--- src/rtl/cic_pkg.sv ---
// Shared definitions for the CIC frame sequencer and the CIC array instantiation:
// default geometry and the sequencer state encoding.
package cic_pkg;

  localparam int unsigned CIC_N_CH     = 4;
  localparam int unsigned CIC_DW       = 32;
  localparam int unsigned CIC_SKEW_MAX = 64;
  localparam int unsigned CIC_FCW      = 16;

  typedef enum logic [0:0] {
    ST_COLLECT = 1'b0,
    ST_EMIT    = 1'b1
  } seq_state_e;

endpackage

--- src/rtl/cic_capture_slot.sv ---
// One channel's capture register, pending bit and sticky overrun flag.
// A new strobe always wins over a frame-latch or skew-drop clear of the pending bit.
module cic_capture_slot
  import cic_pkg::*;
#(
  parameter int unsigned DW = CIC_DW
) (
  input  logic          i_clk,
  input  logic          i_rst_n,
  input  logic          i_enable,
  input  logic          i_valid,
  input  logic [DW-1:0] i_data,
  input  logic          i_clr,
  input  logic          i_clear_err,
  output logic [DW-1:0] o_cap,
  output logic          o_pend,
  output logic          o_overrun
);

  logic [DW-1:0] r_cap;
  logic          r_pend;
  logic          r_overrun;
  logic          w_take;

  assign w_take = i_enable & i_valid;

  // A strobe on a clearing edge replaces a sample that is being consumed, so it is not an overrun.
  always_ff @(posedge i_clk or negedge i_rst_n) begin
    if (!i_rst_n) begin
      r_cap     <= {DW{1'b0}};
      r_pend    <= 1'b0;
      r_overrun <= 1'b0;
    end else begin
      if (w_take) begin
        r_cap  <= i_data;
        r_pend <= 1'b1;
      end else if (!i_enable || i_clr) begin
        r_pend <= 1'b0;
      end
      if (w_take && r_pend && !i_clr) begin
        r_overrun <= 1'b1;
      end else if (i_clear_err) begin
        r_overrun <= 1'b0;
      end
    end
  end

  assign o_cap     = r_cap;
  assign o_pend    = r_pend;
  assign o_overrun = r_overrun;

endmodule

--- src/rtl/cic_frame_sequencer.sv ---
// Aligns per-channel CIC samples into frames and streams each frame in channel order
// over valid/ready, with overrun and inter-channel skew detection.
module cic_frame_sequencer
  import cic_pkg::*;
#(
  parameter int unsigned N_CH     = CIC_N_CH,
  parameter int unsigned DW       = CIC_DW,
  parameter int unsigned SKEW_MAX = CIC_SKEW_MAX,
  parameter int unsigned FCW      = CIC_FCW
) (
  input  logic                    i_clk,
  input  logic                    i_rst_n,
  input  logic                    i_enable,
  input  logic [N_CH*DW-1:0]      i_ch_data,
  input  logic [N_CH-1:0]         i_ch_valid,
  output logic [DW-1:0]           o_out_data,
  output logic [$clog2(N_CH)-1:0] o_out_ch,
  output logic                    o_out_last,
  output logic                    o_out_valid,
  input  logic                    i_out_ready,
  output logic [N_CH-1:0]         o_overrun,
  output logic                    o_skew_err,
  input  logic                    i_clear_err,
  output logic [FCW-1:0]          o_frame_cnt
);

  localparam int unsigned CW = $clog2(N_CH);
  localparam int unsigned TW = $clog2(SKEW_MAX + 1);
  localparam logic [CW-1:0] LAST_IDX = CW'(N_CH - 1);
  localparam logic [TW-1:0] T_MAX    = TW'(SKEW_MAX);

  seq_state_e      r_state;
  seq_state_e      w_state_nxt;
  logic [TW-1:0]   r_timer;
  logic [TW-1:0]   w_timer_nxt;
  logic [DW-1:0]   r_frm [N_CH];
  logic [CW-1:0]   r_idx;
  logic [CW-1:0]   w_idx_inc;
  logic [DW-1:0]   r_out_data;
  logic            r_out_last;
  logic            r_out_valid;
  logic            r_skew_err;
  logic [FCW-1:0]  r_frame_cnt;

  logic [DW-1:0]   w_cap [N_CH];
  logic [N_CH-1:0] w_pend;
  logic [N_CH-1:0] w_overrun;
  logic            w_all_pend;
  logic            w_partial;
  logic            w_latch;
  logic            w_drop;
  logic            w_beat;

  for (genvar g = 0; g < N_CH; g++) begin : g_slot
    cic_capture_slot #(.DW(DW)) u_slot (
      .i_clk       (i_clk),
      .i_rst_n     (i_rst_n),
      .i_enable    (i_enable),
      .i_valid     (i_ch_valid[g]),
      .i_data      (i_ch_data[g*DW +: DW]),
      .i_clr       (w_latch | w_drop),
      .i_clear_err (i_clear_err),
      .o_cap       (w_cap[g]),
      .o_pend      (w_pend[g]),
      .o_overrun   (w_overrun[g])
    );
  end

  assign w_all_pend = i_enable & (&w_pend);
  assign w_partial  = (|w_pend) & ~(&w_pend);
  assign w_beat     = r_out_valid & i_out_ready;
  assign w_idx_inc  = r_idx + CW'(1);

  // Next state, skew timer and the frame-latch / skew-drop strobes.
  always_comb begin
    w_state_nxt = r_state;
    w_timer_nxt = r_timer;
    w_latch     = 1'b0;
    w_drop      = 1'b0;
    case (r_state)
      ST_COLLECT: begin
        if (w_all_pend) begin
          w_latch     = 1'b1;
          w_state_nxt = ST_EMIT;
          w_timer_nxt = {TW{1'b0}};
        end else if (!i_enable) begin
          w_timer_nxt = {TW{1'b0}};
        end else if (w_partial) begin
          if (r_timer >= T_MAX) begin
            w_drop      = 1'b1;
            w_timer_nxt = {TW{1'b0}};
          end else begin
            w_timer_nxt = r_timer + TW'(1);
          end
        end else begin
          w_timer_nxt = {TW{1'b0}};
        end
      end
      ST_EMIT: begin
        if (w_beat && r_out_last) begin
          w_state_nxt = ST_COLLECT;
        end else begin
          w_state_nxt = ST_EMIT;
        end
        if (i_enable) begin
          w_timer_nxt = r_timer;
        end else begin
          w_timer_nxt = {TW{1'b0}};
        end
      end
      default: begin
        w_state_nxt = ST_COLLECT;
        w_timer_nxt = {TW{1'b0}};
      end
    endcase
  end

  always_ff @(posedge i_clk or negedge i_rst_n) begin
    if (!i_rst_n) begin
      r_state <= ST_COLLECT;
      r_timer <= {TW{1'b0}};
    end else begin
      r_state <= w_state_nxt;
      r_timer <= w_timer_nxt;
    end
  end

  // Beat 0 is taken straight from the capture registers on the latch edge.
  always_ff @(posedge i_clk or negedge i_rst_n) begin
    if (!i_rst_n) begin
      for (int c = 0; c < N_CH; c++) begin
        r_frm[c] <= {DW{1'b0}};
      end
      r_idx       <= {CW{1'b0}};
      r_out_data  <= {DW{1'b0}};
      r_out_last  <= 1'b0;
      r_out_valid <= 1'b0;
      r_frame_cnt <= {FCW{1'b0}};
    end else if (w_latch) begin
      for (int c = 0; c < N_CH; c++) begin
        r_frm[c] <= w_cap[c];
      end
      r_idx       <= {CW{1'b0}};
      r_out_data  <= w_cap[0];
      r_out_last  <= 1'b0;
      r_out_valid <= 1'b1;
    end else if (w_beat) begin
      if (r_out_last) begin
        r_out_valid <= 1'b0;
        r_frame_cnt <= r_frame_cnt + FCW'(1);
      end else begin
        r_idx      <= w_idx_inc;
        r_out_data <= r_frm[w_idx_inc];
        r_out_last <= (w_idx_inc == LAST_IDX);
      end
    end
  end

  always_ff @(posedge i_clk or negedge i_rst_n) begin
    if (!i_rst_n) begin
      r_skew_err <= 1'b0;
    end else if (w_drop) begin
      r_skew_err <= 1'b1;
    end else if (i_clear_err) begin
      r_skew_err <= 1'b0;
    end
  end

  assign o_out_data  = r_out_data;
  assign o_out_ch    = r_idx;
  assign o_out_last  = r_out_last;
  assign o_out_valid = r_out_valid;
  assign o_overrun   = w_overrun;
  assign o_skew_err  = r_skew_err;
  assign o_frame_cnt = r_frame_cnt;

endmodule

--- config.mk ---
export PLATFORM = sky130hd
export DESIGN_NAME = cic_frame_sequencer
export DESIGN_NICKNAME = d
export VERILOG_FILES = /design/src/rtl/cic_pkg.sv /design/src/rtl/cic_capture_slot.sv /design/src/rtl/cic_frame_sequencer.sv
export SDC_FILE = /design/constraint.sdc
export NUM_CORES = 1
export LEC_CHECK = 0
export CAP_MARGIN = 20
export CORE_MARGIN = 2
export CORE_UTILIZATION = 31
export CTS_CLUSTER_SIZE = 40
export DETAILED_ROUTE_END_ITERATION = 8
export PLACE_DENSITY = 0.47
export SYNTH_ARGS = -nofsm -noshare
export SYNTH_HDL_FRONTEND = slang
export SYNTH_SLANG_ARGS = --single-unit
--- constraint.sdc ---
create_clock -name i_clk -period 5.6 [get_ports i_clk]
set_input_delay 1.4 -clock i_clk [delete_from_list [all_inputs] [get_ports i_clk]]
set_output_delay 1.4 -clock i_clk [all_outputs]
set_load 0.005 [all_outputs]
==> results of run 1 <==
==> synth_stat cells, drive strengths merged <==
| cell type | count |
|---|---|
| clkbuf | 18 |
| or4b | 1 |
| and3 | 4 |
| a32o | 4 |
| nand3 | 14 |
| or2 | 1 |
| a21boi | 1 |
| a22o | 4 |
| xor2 | 5 |
| a41oi | 1 |
| nor3b | 2 |
| nand2b | 1 |
| or4 | 2 |
| a21oi | 66 |
| buf | 51 |
| mux2 | 129 |
| nor2b | 1 |
| nor4 | 3 |
| and4 | 3 |
| inv | 5 |
| o41ai | 1 |
| nor3 | 3 |
| mux4 | 32 |
| o21ai | 6 |
| nor2 | 39 |
| a31oi | 2 |
| ha | 4 |
| nand4 | 6 |
| a21o | 2 |
| nand2 | 439 |
| nand4b | 1 |
| nand3b | 1 |
| or3 | 1 |
| and2 | 1 |
| xnor2 | 10 |
| dfrtp | 325 |
==> path summary, 6_finish.rpt <==
path	from	to	slack, ps	cells past startpoint
setup / recovery	i_enable	o_out_data[9]	2060	6
setup reg to reg	o_out_ch[0]	o_out_data[1]	3120	6
max in group asynchronous	i_rst_n	o_frame_cnt[13]	3480	2
hold reg to reg	g_slot[3].u_slot.o_cap[4]	r_frm[4]	460	2
min in group asynchronous	i_rst_n	g_slot[3].u_slot.o_cap[24]	840	1
hold / removal	g_slot[3].u_slot.o_cap[4]	r_frm[4]	460	2
==> through the flow <==
step | cell area (um^2) | power (mW) | setup slack (ps) | util (%) | std cells
finish | 17200 | 7.26 | 2060 | 40.1 | 1983
global route | 17200 | 7.67 | 1830 | 40.1 | 1982
CTS | 17200 | 7.38 | 2040 | 40.1 | 1982
detailed placement | 16000 | 4.87 | 1520 | 37.2 | 1915
global placement | 15900 | 4.82 | 1620 | 37.1 | 1913
floorplan | 13400 | 4.10 | 3150 | - | 1189
==> cells by family after synthesis <==
logic type | Yosys count | share of synthesized area, %
flip-flops | 325 | 60.7
XOR/XNOR | 15 | 0.980
AO/OA/AOI/OAI | 87 | 3.64
adder cells (fa/ha/maj) | 4 | 0.373
buffers and inverters | 74 | 2.59
AND/OR/NAND/NOR | 523 | 15.5
multiplexers | 161 | 16.2
==> per-layer routing <==
layer | share of wire (%) | up-vias | track usage [%] | wire (um)
li1 | - | 4323 | - | -
met1 | 49 | 4611 | 23.8 | 17500
met2 | 45 | 171 | 25.6 | 16400
met5 | 0.044 | - | 0 | 16
met4 | 1.9 | 2 | 4.83 | 684
met3 | 4.1 | 42 | 3.10 | 1480
==> flip-flops by register name, summed over array words and instances (netlist names), 2 cells and up <==
register,flops
r_frm,128
g_slot.u_slot.o_overrun,4
g_slot.u_slot.o_cap,128
o_out_data,32
o_out_ch,2
g_slot.u_slot.o_pend,4
o_frame_cnt,16
r_timer,7
==> power by group <==
group	switching, mW	total, mW	internal, mW	leakage [nW]
Sequential	0.382	3.25	2.87	4.12
Combinational	0.679	1.55	0.868	3.15
Clock	0.972	2.46	1.49	0.607
==> final cells by class <==
cell class	instances	share of cell area (%)
Multi-Input combinational cell	790	28.8
Tap cell	585	4.25
Antenna cell	1	0.0145
Clock inverter	8	0.560
Inverter	5	0.109
Clock buffer	59	6.63
Sequential cell	325	47.3
Timing Repair Buffer	210	12.4
==> worst min-delay path, delay by kind of cell, from the launching register on <==
| kind | cells | cell delay, ps |
|---|---|---|
| flops | 1 | 340 |
| simple gates | 2 | 90 |
==> cells in the final DEF, fill, tap and decap left out, types with 2 or more instances in the layout <==
| master | count |
|---|---|
| nand4_1 | 6 |
| nor2_4 | 2 |
| clkbuf_8 | 9 |
| bufinv_16 | 2 |
| buf_12 | 5 |
| o21ai_0 | 6 |
| clkbuf_16 | 39 |
| clkinv_2 | 4 |
| nor3_1 | 3 |
| nand3_1 | 14 |
| xor2_1 | 5 |
| ha_1 | 3 |
| a32o_1 | 4 |
| dfrtp_1 | 324 |
| a22o_1 | 4 |
| nor3b_1 | 2 |
| clkbuf_1 | 11 |
| nand2_2 | 4 |
| nor2_1 | 37 |
| mux2_2 | 129 |
| inv_1 | 5 |
| clkdlybuf4s50_1 | 192 |
| mux4_2 | 32 |
| and3_1 | 4 |
| nor4_1 | 3 |
| nand2_1 | 434 |
| and4_1 | 2 |
| a21oi_1 | 66 |
| xnor2_1 | 10 |
| buf_4 | 12 |
| a21o_1 | 2 |
| a31oi_1 | 2 |
==> results.txt, run 1 <==
Max-cap violations = 0
full die area = 44900 um^2
Worst-Skew Late Latency = 540 ps
# fillers = 4237
Tmin final = 3540 ps
Rows = 76
Mapped Nets = 1330
area leader, netlist = dfrtp_1
HP Class = flop to flop
detailed-route wire length per cell = 18.2 um
setup total negative slack = 0 ps
initial antenna violation count = 1
Fin Clk Skew = 19.9 ps
synthesis-stage register bit count = 325
DRT iter0 DRCs = 426
nets = 1511
Final Cycle Share = 63.2%
maximum fanout along the worst path = 78
P_leak = 7.87 nW
register area = 8130 um^2
sequential cell area fraction in the yosys report = 60.7%
DR DRC count = 0
worst endpoint required time = 6070 ps
Via density = 4.61
drt first pass iters = 4
cts repair resizes = 0
syn avg cell area = 11.3 um^2
number of global-route vias before repair = 9588
Worst path slowest cell = nor2_4
Overflow after GRT = 0
outcome = finished clean
io pins = 194
post-route ant nets = 0
Fin Hold WS = 459 ps
CTS Buf Count = 38
Syn Inst Count = 1189
Pins Over Slew Limit = 0
CP bufs+invs = 2
global-route wire length before repair = 57000 um
CTS tree = done
maximum VDD drop = 0.000231 V
Synth top area share = 60.7%
Distinct cells, synth = 40
Chip Width = 212 um
Post-CTS Setup Bufs = 0
final wirelength = 36100 um
top cells by area, synth = dfrtp_1, nand2_1, mux2_2
Detailed Place HPWL = 22700 um
Clk pin slew, worst setup/hold paths = 60 ps
H-tree depth = 2
chip height = 212 um
fraction of layout instances using a drive strength above 1 = 17.7%
starting density of the core = 31.3%
multi-input logic area = 4960 um^2
GRT Resource Usage Total = 16.6%
Max stage delay on crit path = 820 ps
count of final setup violators = 0
Rel. slew slack = 31.7%
CTS max path bufs = 3
Root Driver = clkbuf_16
crit-path most repeated cell = a21oi_1
IO Port Bufs = 193
pwr dens = 422 nW/um^2
crit start category = input port
Worst Path Class, Setup = input port to flop
Critical Path End Type = flop
core area = 42900 um^2
Worst Max-Slew Pin Slew = 1020 ps
cell area after synthesis = 13400 um^2
largest net degree at the start of global routing = 110
CP arrival = 4010 ps
Max Fclk = 283 MHz
clock sink total = 325
hold buffers post-CTS = 0
RSZ-0062 raised after global routing = false
Hold Fails Final Rpt = 0
DR vias = 9149
Yosys warnings = 0
area grow syn2layout = 28.4%
Final Wtd Congestion = 0.766
worst-path cell chain = clkdlybuf4s50_1 -> nand2b_1 -> nor2_4 -> buf_12 -> a21oi_1 -> a21oi_1
CP top delay family = buffers and inverters
(Power assumes the default switching activity.)
==> inputs of run 2 (changes only) <==
==> constraint.sdc (replaced) <==
create_clock -name i_clk -period 3.3 [get_ports i_clk]
set_input_delay 0.825 -clock i_clk [delete_from_list [all_inputs] [get_ports i_clk]]
set_output_delay 0.825 -clock i_clk [all_outputs]
set_load 0.005 [all_outputs]
==> results.txt, run 2 (same netlist as run 1, synthesis figures left out) <==
outcome = finished clean
initial antenna violation count = 0
R2R Setup Slk = 1240 ps
R2R depth = 6
Overflow after GRT = 0
Worst Path Class, Setup = flop to primary output
global-route wire length before repair = 56300 um
met3 usage = 2.58%
worst endpoint required time = 2470 ps
Worst setup startpoint = o_out_last
Max Fclk = 412 MHz
Final Util = 40.4%
DR vias = 9149
clock sink total = 325
fraction of layout instances using a drive strength above 1 = 18.0%
post-route ant nets = 0
H-tree depth = 2
Final Cycle Share = 73.5%
full die area = 44900 um^2
grt met2 use = 25.4%
Final Wtd Congestion = 0.764
DRT iter0 DRCs = 436
Worst path slowest cell = clkdlybuf4s50_1
HP Class = input port to asynchronous set/reset pin
RSZ-0062 raised after global routing = false
CTS Buf Count = 38
Tmin final = 2430 ps
setup total negative slack = 0 ps
Max stage delay on crit path = 570 ps
Fin Hold WS = 295 ps
crit start category = flop
starting density of the core = 31.3%
maximum VDD drop = 0.000360 V
worst r2r dst = o_out_data[1]
Rel. slew slack = 48.7%
CP Capture Point = o_out_last
drt first pass iters = 5
CP bufs+invs = 1
GRT Resource Usage Total = 16.5%
final wirelength = 35700 um
CTS tree = done
commonest non-fill, non-tap cell in the layout = nand2_1
CP arrival = 1600 ps
nets = 1519
chip height = 212 um
Fin Clk Skew = 8.58 ps
io pins = 194
Root Driver = clkbuf_16
DR DRC count = 0
CP top delay family = buffers and inverters
maximum fanout along the worst path = 7
logic depth of the worst path, buffers included = 1
Critical Path End Type = primary output
most frequent cells in the layout = nand2_1, dfrtp_1, clkdlybuf4s50_1
Hold Fails Final Rpt = 0
P_leak = 7.95 nW
count of final setup violators = 0
CTS max path bufs = 3
pwr dens = 707 nW/um^2
GR peak layer = met2
hold buffers post-CTS = 0
number of global-route vias before repair = 9558
Worst-Skew Late Latency = 540 ps
Antenna Cells = 0
worst-path cell chain = clkdlybuf4s50_1
Worst Max-Slew Pin Slew = 770 ps
cts repair resizes = 0
area grow syn2layout = 29.3%
core area = 42900 um^2
Chip Width = 212 um
Max-cap violations = 0
GRT met1 Usage = 23.5%
# fillers = 4168
register area = 8130 um^2
IO Port Bufs = 193
Reg2Reg Launch Point = o_out_ch[0]
Detailed Place HPWL = 22500 um
largest net degree at the start of global routing = 86
Design Power = 12.3 mW
Via density = 4.60
Pins Over Slew Limit = 0
detailed-route wire length per cell = 17.9 um
multi-input logic area = 4960 um^2
Post-CTS Setup Bufs = 0
Rows = 76
Clk pin slew, worst setup/hold paths = 60 ps
## run 2: routing by layer
metal  vias up  share of wire [%]
met3        52                3.7
li1       4340                  -
met4         0                2.7
met1      4557                 49
met5         -                  0
met2       200                 45
## run 2: how the worst min path moves through the flow
stage	end	startpoint	depth (start not counted)
floorplan	r_frm[0]	g_slot[3].u_slot.o_cap[0]	2
global placement	r_frm[55]	g_slot[2].u_slot.o_cap[23]	2
detailed placement	r_frm[13]	g_slot[3].u_slot.o_cap[13]	2
CTS	g_slot[1].u_slot.o_pend	i_rst_n	1
global route	g_slot[3].u_slot.o_cap[24]	i_rst_n	1
finish	g_slot[3].u_slot.o_cap[24]	i_rst_n	1
## run 2: report_power, final
group	internal (mW)	switching, mW	total [mW]
Clock	2.48	1.63	4.11
Sequential	4.87	0.575	5.44
Combinational	1.49	1.22	2.70
## run 2: per-stage QoR
| stage | instance area [um^2] | instances | setup WS, ps |
|---|---|---|---|
| final | 17300 | 1988 | 874 |
| after global routing | 17300 | 1988 | 809 |
| after CTS | 17300 | 1988 | 836 |
| after detailed placement | 16100 | 1923 | 550 |
| after global placement | 16100 | 1923 | 638 |
| after floorplan | 13400 | 1189 | 994 |
## run 2: layout make-up
cell class	instances	share of cell area (%)
Timing Repair Buffer	218	13.1
Sequential cell	325	46.9
Multi-Input combinational cell	790	28.6
Clock buffer	63	6.97
Clock inverter	2	0.0577
Tap cell	585	4.22
Inverter	5	0.108
